`src/rtl/nonce_selector.sv`:
```
// nonce_selector: reads back NUM_NONCES h0 words, tracks the smallest h0 and
// its nonce, counts hits below target and writes a 3-word summary to memory.
module nonce_selector #(
   parameter int NUM_NONCES = 16,
   parameter int IDX_W      = 5
) (
   input  logic             clk,
   input  logic             reset,
   input  logic             start,
   input  logic [15:0]      hash_addr,
   input  logic [15:0]      result_addr,
   input  logic [31:0]      target,
   output logic             done,
   output logic             found,
   output logic [IDX_W-1:0] best_nonce,
   output logic             mem_clk,
   output logic             mem_we,
   output logic [15:0]      mem_addr,
   output logic [31:0]      mem_write_data,
   input  logic [31:0]      mem_read_data
);

   typedef enum logic [2:0] {
      S_IDLE,
      S_READ,
      S_DRAIN,
      S_WR0,
      S_WR1,
      S_WR2,
      S_DONE
   } state_t;

   localparam logic [IDX_W-1:0] LAST = IDX_W'(NUM_NONCES - 1);
   localparam logic [IDX_W-1:0] HMAX = '1;

   state_t           r_state;
   logic [IDX_W-1:0] r_rd_idx;
   logic [IDX_W-1:0] r_cmp_idx;
   logic [IDX_W-1:0] r_hits;
   logic [31:0]      r_min;
   logic [31:0]      r_target;
   logic [15:0]      r_hash_addr;
   logic [15:0]      r_res_addr;
   logic             r_v0;
   logic             r_v1;

   logic [15:0]      w_rd_addr;
   logic             w_first;
   logic             w_less;
   logic             w_hit;

   assign mem_clk   = clk;
   assign w_rd_addr = r_hash_addr + 16'(r_rd_idx);
   assign w_first   = (r_cmp_idx == '0);
   assign w_less    = (mem_read_data < r_min);
   assign w_hit     = (mem_read_data < r_target);

   // r_v0/r_v1 track an issued address through the two-cycle read latency
   always_ff @(posedge clk or posedge reset) begin
      if (reset) begin
         r_state        <= S_IDLE;
         r_rd_idx       <= '0;
         r_cmp_idx      <= '0;
         r_hits         <= '0;
         r_min          <= '0;
         r_target       <= '0;
         r_hash_addr    <= '0;
         r_res_addr     <= '0;
         r_v0           <= 1'b0;
         r_v1           <= 1'b0;
         done           <= 1'b0;
         found          <= 1'b0;
         best_nonce     <= '0;
         mem_we         <= 1'b0;
         mem_addr       <= '0;
         mem_write_data <= '0;
      end else begin
         r_v1 <= r_v0;
         r_v0 <= 1'b0;
         if (r_v1) begin
            if (w_first || w_less) begin
               r_min      <= mem_read_data;
               best_nonce <= r_cmp_idx;
            end
            if (w_hit && (r_hits != HMAX))
               r_hits <= r_hits + IDX_W'(1);
            r_cmp_idx <= r_cmp_idx + IDX_W'(1);
         end
         unique case (r_state)
            S_IDLE, S_DONE: begin
               if (start) begin
                  r_hash_addr <= hash_addr;
                  r_res_addr  <= result_addr;
                  r_target    <= target;
                  mem_addr    <= hash_addr;
                  r_rd_idx    <= IDX_W'(1);
                  r_cmp_idx   <= '0;
                  r_hits      <= '0;
                  r_v0        <= 1'b1;
                  done        <= 1'b0;
                  found       <= 1'b0;
                  mem_we      <= 1'b0;
                  r_state     <= S_READ;
               end
            end
            S_READ: begin
               mem_addr <= w_rd_addr;
               r_rd_idx <= r_rd_idx + IDX_W'(1);
               r_v0     <= 1'b1;
               if (r_rd_idx == LAST)
                  r_state <= S_DRAIN;
            end
            S_DRAIN: begin
               if (!r_v0 && !r_v1) begin
                  mem_we         <= 1'b1;
                  mem_addr       <= r_res_addr;
                  mem_write_data <= r_min;
                  r_state        <= S_WR0;
               end
            end
            S_WR0: begin
               mem_addr       <= r_res_addr + 16'd1;
               mem_write_data <= 32'(best_nonce);
               r_state        <= S_WR1;
            end
            S_WR1: begin
               mem_addr       <= r_res_addr + 16'd2;
               mem_write_data <= 32'(r_hits);
               r_state        <= S_WR2;
            end
            S_WR2: begin
               mem_we  <= 1'b0;
               done    <= 1'b1;
               found   <= (r_hits != '0);
               r_state <= S_DONE;
            end
            default: r_state <= S_IDLE;
         endcase
      end
   end

endmodule

```
`config.mk`:
```
export PLATFORM = sky130hd
export DESIGN_NAME = nonce_selector
export DESIGN_NICKNAME = d
export VERILOG_FILES = /design/src/rtl/nonce_selector.sv
export SDC_FILE = /design/constraint.sdc
export NUM_CORES = 1
export LEC_CHECK = 0
export BUFFER_PORTS_ARGS = -buffer_cell sky130_fd_sc_hd__buf_2
export CAP_MARGIN = 30
export CORE_AREA = 2 2 142 117
export DETAILED_ROUTE_END_ITERATION = 12
export DIE_AREA = 0 0 144 119
export HOLD_SLACK_MARGIN = 0.12
export PLACE_DENSITY = 0.83
export SLEW_MARGIN = 10
export SYNTH_ARGS = -nofsm -noshare
export SYNTH_HDL_FRONTEND = slang
export SYNTH_SLANG_ARGS = --single-unit
```
`constraint.sdc`:
```
create_clock -name clk -period 10.25 [get_ports clk]
set_input_delay 2.05 -clock clk [delete_from_list [all_inputs] [get_ports clk]]
set_output_delay 2.05 -clock clk [all_outputs]
set_load 0.01 [all_outputs]
```
# After elaboration in Yosys (flattened, before gate mapping)
# Index checks and enable logic that the tools add are counted.
# op_classes
muxes,25
n_reduce_logical,22
eq_ne,11
addsub,6
n_lt_le_gt_ge,2
# ops
operator,count
32-bit one-hot mux with 3 select lines,1
16-bit one-hot mux with 5 select lines,1
32-bit less-than comparator,2
5-bit 2-to-1 mux,8
16-bit 2-to-1 mux,2
32-bit 2-to-1 mux,1
3-bit one-hot mux with 6 select lines,1
"16-bit by 1-bit adder with 16-bit output, second input constant",1
"16-bit by 2-bit adder with 16-bit output, second input constant",1
16-bit by 5-bit adder with 16-bit output,1
"5-bit by 1-bit adder with 5-bit output, second input constant",3
5-bit one-hot mux with 2 select lines,1
2-bit AND reduction,5
5-bit nonzero test,2
"3-bit equality test, second input constant",3
3-bit 2-to-1 mux,3
3-bit AND reduction,3
"3-bit by 2-bit equality test with 1-bit output, second input constant",2
"2-bit inequality test, second input constant",3
1-bit one-hot mux with 2 select lines,3
3-bit nonzero test,2
"5-bit by 4-bit equality test with 1-bit output, second input constant",1
5-bit zero test,1
"5-bit inequality test, second input constant",1
9 further kinds,14
# word_totals
output_inout_bits,57
register_bits,172
wordCells,82
input_bits,99

# Longest topological paths before layout
# Gate-level depths: netlist of run 1.
# logic_depth
depth_word,6
depth_mapped,10
ltp_nobuf,10

==> metrics.yaml, run 1 <==
status:
  outcome: "finished clean"
power:
  swShare_pct: 41.0
  seq_power_share_pct: 33.3
  total_power_mw: 3.90
  combPwrFrac_pct: 46.9
  vdd_drop_max_uv: 184
  p_leak_nw: 5.39
  power_density_nw_per_um2: 346
  intPower_mw: 2.30
  power.switching_mw: 1.60
  clkPwrFrac_pct: 19.8
clock_network:
  cts_resized: 0
  hold_buffers: 0
  post-cts-setup-buffers: 0
  clk_latency_ns: 0.55
  cts_tree: "done"
  cts.reportedPaths.clkPinSlew_ns: 0.06
synth:
  synth.avg_cell_area_um2: 9.78
  synth_area_leader_cell: "dfrtp_1"
  synth_ff_type: "dfrtp_1"
  synth_area_leaders: "dfrtp_1 45%, ha_1 9.9%, mux2_2 7.2%, nand2_1 4.9%, o21ai_0 3.6%"
  synth_top_area_share_pct: 45.0
  synth_edf_count: 0
  synth_cells: 978
  synth-seq-area-share_pct: 45.0
  synth_nets: 1154
  yosys_warnings: 0
  synth-async-reset-ratio_pct: 100
  synth_cell_types: 67
  syn-cell-area_um2: 9570
  ys_ff_latch: 172
routing:
  first_iter_violations: 768
  avgViaCountPerCell: 5.90
  dr.pass1.iters: 6
  route.detailed.drc: 0
  via_count: 7970
  drt_wl_total_mm: 24.3
  avgRoutedWirePerCell_um: 18.0
  drtAntennaViolNets: 0
layout:
  antennaDiodeCount: 0
  design_area_um2: 11300
  drive_above_1_share_pct: 24.0
  post-route-util_pct: 70.8
  layout.nets: 1294
  area_growth_pct: 17.8
  stdcell_count: 1351
timing:
  finClkSkew_ns: 0.00927
  grt_setup_unrepaired: "no"
  hold_viol: 0
  slew_violations: 0
  slew-limit-headroom_pct: 31.6
  final.setup.tns_ns: 0
  worst_pin_slew_ns: 1.02
  final-setup-viol-count: 0
global_route:
  grt_pass1_vias: 7838
  grt_max_degree: 108
  grtUsageTotal_pct: 29.4
  antenna_found_initial: 0
  grt_pass1_wl_mm: 39.2
  overflow: 0
setup_path:
  critical_path.max_fanout: 2
  crit_slowest_cell: "clkbuf_16"
  crit_chain: "clkbuf_16 > clkbuf_16 > buf_2"
  crit_type: "clk -> out"
  cp-start-kind: "clock port"
  r2r-start: "r_min[1]"
  cp.required_ns: 8.20
  critPathMaxStageDelay_ns: 0.13
  r2r_cells: 9
  rrSetupSlack_ns: 7.10
  crit_top_cell: "clkbuf_16"
  end_kind: "primary output"
  r2r_end: "r_min[5]"
  arrival_ns: 5.50
floorplanning:
  die_x_um: 144
  io_pins: 156
  start_util_pct: 60.1
  rows: 42
  fp.coreArea_um2: 15900
  die_y_um: 119
  dieArea_um2: 17100
placement:
  post-place-cells: 1314
  place_area_um2: 10500
  dp_hpwl_mm: 16.9
  gp_congestion: 0.943
  port_buffers: 155
hold_path:
  holdPathEnd: "r_v1"
  whs_path_depth: 0
  hold_start: "r_v0"
  hp-class: "reg -> reg"
job:
  maxCapViolCount: 0
==> cells by family (layout without fill, tap and decap cells) <==
| kind of cell | Yosys count | count (layout) | synth area share, % |
|---|---|---|---|
| adders and majority gates | 77 | 77 | 10.1 |
| buffers and inverters | 135 | 288 | 5.57 |
| AOI/OAI and AO/OA | 240 | 240 | 16.3 |
| muxes | 73 | 73 | 8.49 |
| xor gates and xnor gates | 24 | 24 | 2.20 |
| DFF | 172 | 172 | 45.0 |
| and+or+nand+nor | 257 | 257 | 12.4 |
==> worst max-delay path by stage <==
stage          start  endpoint  slack (ns)
2_1_floorplan    clk   mem_clk        2.96
3_3_place_gp     clk   mem_clk        2.96
3_5_place_dp     clk   mem_clk        2.96
4_1_cts          clk   mem_clk        2.70
5_1_grt          clk   mem_clk        2.70
6_report         clk   mem_clk        2.70
==> through the flow <==
| step | hold WS, ns | setup slack, ns |
|---|---|---|
| floorplan | 0.355 | 2.96 |
| global placement | 0.359 | 2.96 |
| detailed placement | 0.365 | 2.96 |
| CTS | 0.380 | 2.70 |
| global route | 0.395 | 2.70 |
| finish | 0.378 | 2.70 |
==> worst max-delay path, delay by kind of cell <==
kind | cells | cell delay, ns
buffers and inverters | 3 | 0.38
==> metal layers <==
metal / GRT usage, % / part of all wire, %
met1: 40.9 / 44
met2: 44.4 / 46
met3: 7.64 / 7.8
met4: 11.3 / 2.7
met5: 0 / 0
==> area by class of cell <==
type	instances	area [um^2]
multi-input combinational	671	4740
fill	1151	4650
sequential	172	4300
timing repair buffer	165	890
clock buffer	27	578
inverter	87	332
tap	220	275
clock inverter	9	156
==> registers in the layout, summed over array words and instances, names as in the netlist <==
signal,cells
r_hits,5
best_nonce,5
r_v1,1
found,1
r_hash_addr,16
mem_we,1
mem_write_data,32
r_cmp_idx,5
r_res_addr,16
mem_addr,16
r_min,32
done,1
r_rd_idx,5
r_target,32
r_v0,1
r_state,3
==> power groups by stage <==
stage,clock network (mW),registers (mW),logic (mW)
2_1_floorplan,0.00804,1.24,1.31
3_3_place_gp,0.00590,1.28,1.69
3_5_place_dp,0.00590,1.30,1.77
4_1_cts,0.783,1.29,1.81
5_1_grt,0.813,1.34,2.04
6_report,0.775,1.30,1.83
==> cell usage in the layout (no fill, tap or decap), types with 3 or more instances in the layout <==
master and count:
dfrtp_1 172, buf_2 155, nand2_1 125, inv_1 86, ha_1 76, o21ai_0 68
mux2_2 61, a21oi_1 53, nor2_1 51, o31ai_1 29, nand4_1 20, clkbuf_16 20
xnor2_1 16, a21o_1 10, a31oi_1 10, a22o_1 10, nand3_1 9, xor2_1 8
mux2i_1 8, buf_4 8, nor2b_1 7, a221oi_1 7, a22oi_1 7, nand2b_1 6
and4_1 6, nor3_1 6, o22ai_1 6, clkbuf_8 5, nand3b_1 4, nor4_1 4
mux2_1 4, bufinv_16 4, o211ai_1 3, nor3b_1 3, o21a_1 3, a211oi_1 3
and3_1 3
==> Yosys cell counts, types with 4 or more instances <==
cell type,count
ha_1,76
nand2b_1,6
clkbuf_1,43
nand4_1,20
mux2_1,4
mux2i_1,8
nor2b_1,7
a22oi_1,7
xor2_1,8
o21ai_0,69
and4_1,6
nor4_1,4
nand3b_1,4
a21oi_1,53
nand3_1,9
nand2_1,125
dfrtp_1,172
xnor2_1,16
mux2_2,61
a31oi_1,10
o22ai_1,6
a21o_1,10
nor2_1,51
a22o_1,10
inv_1,87
nor3_1,7
a221oi_1,7
o31ai_1,29
(Power assumes the default switching activity.)
==> inputs of run 2 (changes only) <==
Settings changed: ABC_AREA from default to 1, CORE_AREA 2 2 142 117 to 2 2 149 122, DIE_AREA 0 0 144 119 to 0 0 151 124, PLACE_DENSITY 0.83 to 0.78.
Clock period 10.25 ns to 7.7 ns, I/O delays scaled along.
==> run 2 against run 1 <==
  * Core utilization down 4.5 points
  * Largest power group unchanged
  * Synthesized cell count up 28%
  * Sequential power up 25%
  * Critical path type unchanged
  * Non-clock buffer count down 1
  * Via count up 13%
  * Register-to-register slack worse by 2.1 ns
  * Synthesized area up 2.7%
  * Global-route usage about the same
  * Power up 28%
  * Final cell count up 21%
  * Critical endpoint unchanged
==> metrics.yaml, run 2 <==
global_route:
  grt_max_degree: 97
  grt_pass1_vias: 8512
  grt_pass1_wl_mm: 42.3
  overflow: 0
  antenna_found_initial: 0
  grtUsageTotal_pct: 29.4
floorplanning:
  die_y_um: 124
  rows: 43
  dieArea_um2: 18700
  start_util_pct: 57.4
  io_pins: 156
  die_x_um: 151
  fp.coreArea_um2: 17100
power:
  clkPwrFrac_pct: 18.6
  combPwrFrac_pct: 48.7
  p_leak_nw: 6.06
  intPower_mw: 2.66
  total_power_mw: 5.00
  seq_power_share_pct: 32.7
  swShare_pct: 46.9
  power_density_nw_per_um2: 441
  vdd_drop_max_uv: 207
  power.switching_mw: 2.35
layout:
  fillers: 1492
  final_common_cell: "nand2_1"
  reg.largest.list: "mem_write_data: 32 flops, r_min: 32 flops, r_target: 32 flops"
  area_growth_pct: 15.6
  antennaDiodeCount: 0
  layout.nets: 1572
  final_cell_mix: "372 x nand2_1, 172 x dfrtp_1, 155 x buf_2, 142 x inv_1, 120 x o21ai_0"
  drive_above_1_share_pct: 16.0
setup_path:
  r2r_end: "mem_addr[13]"
  crit_start: "clk"
  rrSetupSlack_ns: 4.97
  cp.buffers_inverters: 3
  r2r_cells: 9
  end_kind: "primary output"
  cp.required_ns: 6.16
  critical_path.max_fanout: 2
  crit_slowest_cell: "buf_2"
  crit_chain: "clkbuf_16 > clkbuf_16 > buf_2"
  arrival_ns: 4.22
  crit_top_cell: "clkbuf_16"
  crit_end: "mem_clk"
  critical_path_depth: 3
  cp-start-kind: "clock port"
  crit_type: "clk -> out"
  critical_path.top_delay_family: "buffers and inverters"
  r2r-start: "r_state[0]"
  critPathMaxStageDelay_ns: 0.13
synth:
  synth_nets: 1432
  synth_cells: 1256
  synth_area_leader_cell: "dfrtp_1"
  synth_area_leaders: "dfrtp_1 44%, nand2_1 14%, ha_1 9.7%, o21ai_0 6.1%, inv_1 5.5%"
  yosys_warnings: 0
  synth_ff_type: "dfrtp_1"
  syn-cell-area_um2: 9820
  synth.avg_cell_area_um2: 7.82
  yosys-top-cells-count: "372 x nand2_1, 172 x dfrtp_1, 143 x inv_1, 120 x o21ai_0, 101 x nand3_1"
  ys_ff_latch: 172
  yosysMostFrequentCell: "nand2_1"
  synth_edf_count: 0
  synth_top_area_share_pct: 43.8
  synth-async-reset-ratio_pct: 100
  synth-seq-area-share_pct: 43.8
  synth_cell_types: 42
clock_network:
  cts_tree: "done"
  post-cts-setup-buffers: 0
  clk_latency_ns: 0.56
  cts_resized: 0
  cts.reportedPaths.clkPinSlew_ns: 0.07
  hold_buffers: 0
timing:
  grt_setup_unrepaired: "no"
  worst_pin_slew_ns: 0.834
  final-setup-viol-count: 0
  finClkSkew_ns: 0.0158
  slew-limit-headroom_pct: 44.3
  hold_viol: 0
  slew_violations: 0
  final.setup.tns_ns: 0
status:
  outcome: "finished clean"
routing:
  avgViaCountPerCell: 5.52
  drt_wl_total_mm: 26.2
  via_count: 9021
  avgRoutedWirePerCell_um: 16.1
  drtAntennaViolNets: 0
  route.detailed.drc: 0
  dr.pass1.iters: 8
  first_iter_violations: 891
hold_path:
  hp-class: "reg -> reg"
  whs_path_depth: 0
placement:
  port_buffers: 155
  gp_congestion: 0.907
  dp_hpwl_mm: 18.5
job:
  maxCapViolCount: 0
-- run 2: cell count changes after synthesis, sizes merged, moves of 24 or more --
cell / change
nand2: +255
mux2: -65
o31ai: -29
nand3: +93
o21ai: +56
clkbuf: -30
nor2: +24
inv: +64
buf: +29
-- run 2: cell families after synthesis --
logic type | Yosys count | share of synthesized area [%]
fa+ha+maj | 77 | 9.88
flops | 172 | 43.8
compound gates | 224 | 12.4
buf+inv | 198 | 8.85
simple gates | 581 | 24.7
xor+xnor | 4 | 0.357
-- run 2: worst min-delay path by stage --
stage / end / slack [ns] / from
2_1_floorplan: r_v1 / 0.37 / r_v0
3_3_place_gp: r_v1 / 0.39 / r_v0
3_5_place_dp: r_v1 / 0.39 / r_v0
4_1_cts: r_v1 / 0.40 / r_v0
5_1_grt: r_v1 / 0.41 / r_v0
6_report: r_v1 / 0.40 / r_v0
-- run 2: layout make-up --
| cell class | count | area (um^2) | share of cell area (%) |
|---|---|---|---|
| multi-input combinational | 886 | 4660 | 41.0 |
| clock inverter | 14 | 135 | 1.19 |
| timing repair buffer | 164 | 893 | 7.87 |
| clock buffer | 22 | 509 | 4.49 |
| sequential | 172 | 4300 | 37.9 |
| tap | 225 | 282 | 2.48 |
| inverter | 151 | 574 | 5.06 |
-- run 2: power groups by stage --
stage          logic (mW)  registers, mW  clock network, mW
2_1_floorplan        1.74           1.62             0.0107
3_3_place_gp         2.30           1.63            0.00785
3_5_place_dp         2.38           1.63            0.00785
4_1_cts              2.41           1.62              0.935
5_1_grt              2.77           1.68              0.985
6_report             2.44           1.63              0.931
-- run 2: routing by layer --
| layer | share of wire [%] | global-route usage, % | vias to the layer above |
|---|---|---|---|
| li1 | - | - | 4369 |
| met1 | 46 | 43.2 | 4208 |
| met2 | 43 | 43.5 | 397 |
| met3 | 8.5 | 6.48 | 47 |
| met4 | 2.2 | 9.75 | 0 |
| met5 | 0 | 0 | - |
-- run 2: per-stage QoR --
step	std cells	instance area, um^2	utilization, %	worst slack (ns)	hold WS [ns]
after CTS	1631	11300	66.0	1.94	0.401
after floorplan	1256	9820	-	1.50	0.373
final	1634	11400	66.4	1.94	0.403
after global placement	1595	10600	62.2	2.20	0.390
after detailed placement	1596	10700	62.3	2.20	0.393
after global routing	1634	11400	66.4	1.93	0.411
